$ cat src/rtl/loop_pc_sequencer_pkg.sv
// Shared types and constants for the next-PC sequencer and its hardware-loop counters.
// Field positions describe where jalfor operands sit in the instruction word.
package loop_pc_sequencer_pkg;

    typedef enum logic {
        IDLE = 1'b0,
        LOOP = 1'b1
    } seq_state_t;

    localparam int PC_INCR = 4;
    localparam logic [31:0] RESET_PC_DEFAULT = 32'h0000_0000;

    localparam int NR_MSB   = 23;
    localparam int NR_LSB   = 20;
    localparam int NECL_MSB = 19;
    localparam int NECL_LSB = 16;
    localparam int TGT_MSB  = 15;
    localparam int TGT_LSB  = 0;

endpackage

$ cat src/rtl/loop_pc_sequencer_counter_pair.sv
// Repeat and body counters for the jalfor hardware loop.
// The body length is captured on load so each new repetition can restart the body count.
module loop_counter_pair
    import loop_pc_sequencer_pkg::*;
#(
    parameter int CNT_W = 4
) (
    input  logic             clk,
    input  logic             rst_n,
    input  logic             load,
    input  logic             reload,
    input  logic             dec,
    input  logic             clear,
    input  logic [CNT_W-1:0] nr,
    input  logic [CNT_W-1:0] necl,
    output logic [CNT_W-1:0] iter_left,
    output logic [CNT_W-1:0] body_left,
    output logic             last_body,
    output logic             last_iter
);

    logic [CNT_W-1:0] necl_sv;

    always_ff @(posedge clk or negedge rst_n) begin
        if (!rst_n) begin
            iter_left <= '0;
            body_left <= '0;
            necl_sv   <= '0;
        end else if (load) begin
            iter_left <= nr;
            body_left <= necl;
            necl_sv   <= necl;
        end else if (reload) begin
            iter_left <= iter_left - CNT_W'(1);
            body_left <= necl_sv;
        end else if (clear) begin
            iter_left <= '0;
            body_left <= '0;
        end else if (dec) begin
            body_left <= body_left - CNT_W'(1);
        end
    end

    assign last_body = (body_left == CNT_W'(1));
    assign last_iter = (iter_left == CNT_W'(1));

endmodule

$ cat src/rtl/loop_pc_sequencer.sv
// Next-PC stage: owns the PC register, picks sequential/branch/jump/loop targets
// and sequences the jalfor repeat loop with registered one-cycle status pulses.
module loop_pc_sequencer
    import loop_pc_sequencer_pkg::*;
#(
    parameter int               PC_W     = 32,
    parameter int               CNT_W    = 4,
    parameter logic [PC_W-1:0]  RESET_PC = PC_W'(RESET_PC_DEFAULT)
) (
    input  logic             clk,
    input  logic             rst_n,
    input  logic             en,
    input  logic             branch_taken,
    input  logic [PC_W-1:0]  branch_target,
    input  logic             jump,
    input  logic [PC_W-1:0]  jump_target,
    input  logic             jalfor,
    input  logic [CNT_W-1:0] jalfor_nr,
    input  logic [CNT_W-1:0] jalfor_necl,
    input  logic [PC_W-1:0]  jalfor_target,
    output logic [PC_W-1:0]  pc,
    output logic [PC_W-1:0]  pc_plus4,
    output logic             loop_active,
    output logic [CNT_W-1:0] iter_left,
    output logic [CNT_W-1:0] body_left,
    output logic             loop_wrap,
    output logic             loop_exit,
    output logic             nest_err
);

    seq_state_t      state, state_next;
    logic [PC_W-1:0] pc_next;
    logic [PC_W-1:0] ret_q, tgt_q;
    logic            save;
    logic            ctr_load, ctr_reload, ctr_dec, ctr_clear;
    logic            last_body, last_iter;
    logic            wrap_next, exit_next, nest_next;

    assign pc_plus4    = pc + PC_W'(PC_INCR);
    assign loop_active = (state == LOOP);

    loop_counter_pair #(
        .CNT_W (CNT_W)
    ) u_counters (
        .clk       (clk),
        .rst_n     (rst_n),
        .load      (ctr_load),
        .reload    (ctr_reload),
        .dec       (ctr_dec),
        .clear     (ctr_clear),
        .nr        (jalfor_nr),
        .necl      (jalfor_necl),
        .iter_left (iter_left),
        .body_left (body_left),
        .last_body (last_body),
        .last_iter (last_iter)
    );

    always_ff @(posedge clk or negedge rst_n) begin
        if (!rst_n) begin
            state     <= IDLE;
            pc        <= RESET_PC;
            ret_q     <= '0;
            tgt_q     <= '0;
            loop_wrap <= 1'b0;
            loop_exit <= 1'b0;
            nest_err  <= 1'b0;
        end else begin
            state     <= state_next;
            pc        <= pc_next;
            loop_wrap <= wrap_next;
            loop_exit <= exit_next;
            nest_err  <= nest_next;
            if (save) begin
                ret_q <= pc_plus4;
                tgt_q <= jalfor_target;
            end
        end
    end

    // On the last body slot loop control takes precedence over every decoded redirect.
    always_comb begin
        state_next = state;
        pc_next    = pc;
        save       = 1'b0;
        ctr_load   = 1'b0;
        ctr_reload = 1'b0;
        ctr_dec    = 1'b0;
        ctr_clear  = 1'b0;
        wrap_next  = 1'b0;
        exit_next  = 1'b0;
        nest_next  = 1'b0;
        if (en) begin
            pc_next = pc_plus4;
            case (state)
                IDLE: begin
                    if (jalfor) begin
                        if ((jalfor_nr != '0) && (jalfor_necl != '0)) begin
                            save       = 1'b1;
                            ctr_load   = 1'b1;
                            pc_next    = jalfor_target;
                            state_next = LOOP;
                        end
                    end else if (jump) begin
                        pc_next = jump_target;
                    end else if (branch_taken) begin
                        pc_next = branch_target;
                    end
                end
                LOOP: begin
                    if (last_body) begin
                        if (!last_iter) begin
                            pc_next    = tgt_q;
                            ctr_reload = 1'b1;
                            wrap_next  = 1'b1;
                        end else begin
                            pc_next    = ret_q;
                            ctr_clear  = 1'b1;
                            exit_next  = 1'b1;
                            state_next = IDLE;
                        end
                    end else begin
                        ctr_dec = 1'b1;
                        if (jalfor) begin
                            nest_next = 1'b1;
                        end else if (jump) begin
                            pc_next = jump_target;
                        end else if (branch_taken) begin
                            pc_next = branch_target;
                        end
                    end
                end
                default: state_next = IDLE;
            endcase
        end
    end

endmodule

$ cat config.mk
export PLATFORM = sky130hd
export DESIGN_NAME = loop_pc_sequencer
export DESIGN_NICKNAME = d
export VERILOG_FILES = /design/src/rtl/loop_pc_sequencer_pkg.sv /design/src/rtl/loop_pc_sequencer_counter_pair.sv /design/src/rtl/loop_pc_sequencer.sv
export SDC_FILE = /design/constraint.sdc
export NUM_CORES = 1
export LEC_CHECK = 0
export BUFFER_PORTS_ARGS = -buffer_cell sky130_fd_sc_hd__buf_4
export CAP_MARGIN = 20
export CORE_AREA = 2 2 126 177
export DETAILED_ROUTE_END_ITERATION = 7
export DIE_AREA = 0 0 128 179
export GPL_ROUTABILITY_DRIVEN = 0
export SYNTH_ARGS = -nofsm -noshare
export SYNTH_HDL_FRONTEND = slang
export SYNTH_HIERARCHICAL = 1
export SYNTH_SLANG_ARGS = --single-unit
$ cat constraint.sdc
create_clock -name clk -period 3.05 [get_ports clk]
set_clock_uncertainty 0.05 [all_clocks]
set_input_delay 0.305 -clock clk [delete_from_list [all_inputs] [get_ports clk]]
set_output_delay 0.305 -clock clk [all_outputs]
set_load 0.05 [all_outputs]
* After elaboration in Yosys (flattened, before gate mapping)
Index checks and enable logic that the tools add are counted.
Storage, ports and cells: output and inout port bits 76, bits of input ports 110, logic and storage cells 57, bits in registers 112
Operators by class: bitwise operators 1, add/sub/neg operators 3, equality and inequality tests 2, reduce and logical (&&, ||, !) cells 5, mux-type cells 36
Operator list (count):
- $mux W32 | 7
- $pmux W32 S2 | 1
- $add A32 B3 Y32 const B | 1
- $mux W4 | 7
- $mux W1 | 20
- $reduce_bool A4 Y1 | 3
- $eq A4 B1 Y1 const B | 2
- $sub A4 B1 Y4 const B | 2
- $reduce_bool A3 Y1 | 1
- $pmux W1 S2 | 1
- $logic_and A1 B1 Y1 | 1
- $not A1 Y1 | 1

* Logic depth before layout (Yosys ltp)
depth after elaboration 8, gate-level depth with buffers 11, gate-level depth less buffers 9

* Cells and area by module
The synthesis kept the hierarchy.
By module, submodules not included:
- loop_pc_sequencer | cells each 775, area each 6617.6 um^2, times used 1, sequential area each 2502.4 um^2
- loop_counter_pair | cells each 68, area each 714.4 um^2, times used 1, sequential area each 300.3 um^2

* Least setup slack after synthesis
OpenSTA, ideal clock, no wires.
path type register to register, from register pc[2], to register pc[30], buffers on the path 1, arrival time 3.055 ns, data required time 2.921 ns, cell stages (with the launch flop) 9, slack -0.135 ns, period minus slack after synthesis 3.185 ns, setup time 0.079 ns, cell sequence dfrtp_1 ha_1 and4_1 and4_1 buf_2 nand4_1 xnor2_1 o221ai_1 o21ai_1
Between the ends: longest elaborated chain between the ends 6, elaborated cells on any way between the ends 8, those cells by class 1 x add/sub; 7 x mux
RTL lines:
- from (decl) | line loop_pc_sequencer.sv:21 | output logic [PC_W-1:0] pc,
- from (signal assigned) | line loop_pc_sequencer.sv:70 | pc <= pc_next;
- $add A32 B3 Y32 * | line loop_pc_sequencer.sv:39 | assign pc_plus4 = pc + PC_W'(PC_INCR);
- via pc_plus4[30] | line loop_pc_sequencer.sv:22 | output logic [PC_W-1:0] pc_plus4,
- $mux W32 | line loop_pc_sequencer.sv:106, loop_pc_sequencer.sv:128
- $mux W32 | line loop_pc_sequencer.sv:104, loop_pc_sequencer.sv:126
- $mux W32 | line loop_pc_sequencer.sv:124 | if (jalfor) begin
- $mux W32 | line loop_pc_sequencer.sv:111 | if (last_body) begin
- $pmux W32 S2 * | line loop_pc_sequencer.sv:95 | case (state)
The timed path passes the listed nets; every way through them passes the cells marked *. A chain may end at the register's enable or synchronous reset.

* Worst setup path in the final report
from register pc[11], to output port pc_plus4[27]
Between the ends: longest elaborated chain between the ends 1
RTL lines (line):
- $add A32 B3 Y32 | loop_pc_sequencer.sv:39
- to (decl) | loop_pc_sequencer.sv:22
Every way passes these cells.

==> impl_metrics.ini <==
[synthesis]
syn_nets = 958
synth-edff-count = 0
synth_top_area_share_pct = 38.2
synth_simple_gate_area_share_pct = 19.5
ys_warn_count = 6
ys_async_sr_fraction_pct = 100
synthFlopType = dfrtp_1
syn_avg_cell_area_um2 = 8.70
synth_top_area_cell = dfrtp_1
synth_top_family_by_area = compound AO/OA/AOI/OAI gates
synth_cell_type_count = 73
synthAdderAreaFrac_pct = 0.853
synth_mux_area_share_pct = 11.7
synth-compound-area-share_pct = 21.4
synthesis.area_um2 = 7330
synth_area_leaders = dfrtp_1, mux2_2, nor2_1, mux2i_1, a21oi_1
syn-instance-count = 843
yosysSeqAreaShare_pct = 38.2
ys_seq_elements = 112
synthXorXnorAreaFrac_pct = 3.57

[placed_design]
post-dp-hpwl_mm = 19.8
dp_cells = 1263
portBuffers = 185

[power_and_ir_drop]
power.ir.vdd_worst_mv = 0.559
seqPwrFrac_pct = 28.4
clkPwrFrac_pct = 13.7
power.share.combinational_pct = 57.9
p_leak_nw = 4.09
intPower_mw = 5.13
p_per_area_nw_per_um2 = 1080
p_sw_mw = 5.12
p_sw_share_pct = 49.9

[detailed_routing]
first_iter_violations = 511
via_count = 7226
wl_mm = 26.8
drt_pre_antenna_iters = 5
vias_per_cell = 5.65
drt_drc_violations_left = 0
ant_nets = 0
post_drt_wl_per_cell_um = 20.9

[sta]
holdWs_ns = 0.0971
rsz0062_at_grt = no
hold_violations = 0
period_needed_ns = 2.93
drv_slew = 0
fmax_mhz = 341
finalCritPeriodShare_pct = 96.2
setup_tns_ns = 0
finalSetupViolations = 0
maxSlewHeadroom_pct = 38.6
max_slew.worst_pin.slew_ns = 0.918

[clocking]
tritoncts = yes
numCtsBuffers = 9
postCtsSetupBuffers = 0
clockBufferDepth = 2
root_buffer = clkbuf_16
clock_latency_ns = 0.37
htree_levels = 3
clock-sinks = 112
cts.clk_slew.worst_paths_ns = 0.08

[floorplan]
die_x_um = 128
initial_utilization_pct = 34.2
rows = 64
coreArea_um2 = 21500
die-area_um2 = 22900
io_pins = 186
die_height_um = 179

[outcome]
status = finished clean

[critical_path]
required_ns = 2.69
cp.arrival_ns = 2.58
critPathLaunchType = register
crit_path_max_fanout = 7
end_kind = output pin
path_class = register to output pin

[final_layout]
post-route-util_pct = 44.2
mostFrequentLayoutCells = buf_4, nor2_1, dfrtp_1
final_common_cell = buf_4
syn2layout_area_growth_pct = 29.3
final_layout_size_suffix_gt1_share_pct = 30.4
n_antenna_cell = 0
fin_cells = 1280
fin_nets = 1126

[min_path]
hold_path.class = input pin to register

[global_routing]
grt_pass1_vias = 7117
antenna_found_initial = 0
grt_pass1_wl_mm = 41.3
overflow = 0
grt_max_degree = 58
grt_util_all_layers_pct = 23.7

[run]
maxCapViolCount = 0
-- cell usage after synthesis (17+ instances only) --
library cell    n
a21oi_1        56
inv_1          19
xnor2_1        17
clkbuf_1       42
nand2_1        57
mux2i_1        34
nor2_1        122
dfrtp_1       112
o21ai_0        44
o22ai_1        20
mux2_2         46
nand3_1        19
-- metal layers --
layer	global-route usage, %	share of wire, %	wire, um
met1	30.3	41	11100
met3	3.82	6.1	1630
met2	40.6	50	13300
met4	8.15	2.8	744
met5	0	0	0
-- worst paths after layout --
kind | from | end | slack [ns] | cells past startpoint
worst max-delay path | pc[11] | pc_plus4[27] | 0.12 | 7
worst min-delay path | jalfor_target[9] | tgt_q[9] | 0.1 | 3
worst max register to register | u_counters/iter_left[1] | pc[8] | 0.59 | 9
worst min register to register | tgt_q[9] | tgt_q[9] | 0.43 | 2
max in group asynchronous | rst_n | pc[9] | 1.59 | 3
min in group asynchronous | rst_n | pc[19] | 0.49 | 2
-- stage by stage --
step / cell area, um^2 / setup slack (ns) / total power, mW
final: 9480 / 0.117 / 10.2
after detailed placement: 9120 / 0.516 / 8.87
after CTS: 9480 / 0.104 / 10.3
after floorplan: 7360 / 0.00714 / 6.98
after global placement: 9120 / 0.540 / 8.80
after global routing: 9480 / 0.000363 / 10.9
-- power by group through the flow --
stage | registers, mW | clock network (mW) | logic, mW
2_1_floorplan | 3.57 | 0 | 3.41
3_3_place_gp | 2.90 | 0 | 5.90
3_5_place_dp | 2.92 | 0 | 5.95
4_1_cts | 2.89 | 1.43 | 5.96
5_1_grt | 3.02 | 1.48 | 6.38
6_report | 2.91 | 1.40 | 5.93
-- cell families (layout without fill, tap and decap cells) --
group,count (synthesis),count (layout)
simple gates,294,294
compound gates,237,237
flops,112,112
buf+inv,86,259
mux,80,80
xor+xnor,29,29
fa+ha+maj,5,5
-- state kept, by name, indices dropped and copies added (netlist names) --
name	cells
u_counters/necl_sv	4
nest_err	1
tgt_q	32
loop_active	1
ret_q	32
u_counters/iter_left	4
loop_exit	1
pc	32
u_counters/body_left	4
loop_wrap	1
-- critical path: stages (launching register included) --
cell and delay, ns:
dfrtp_1 0.46, nand4_1 0.20, or4_4 0.60, nor3_1 0.28
and3_1 0.20, xnor2_1 0.19, inv_1 0.08, buf_4 0.20
-- cell type report --
class,count,area (um^2)
repair buffers,221,1700
flip-flops and latches,112,2810
fillers,2170,12000
clock inverters,7,120
inverters,22,82.6
multi-input cells,645,4220
clock buffers,9,225
well taps,264,330
-- repair_timing --
item,CTS,global route
endpoints found under the setup margin,0,2
gates resized for setup,0,3
hold buffers,1,0
endpoints found under the hold margin,50,0
Power figures use the tool's default switching activity.
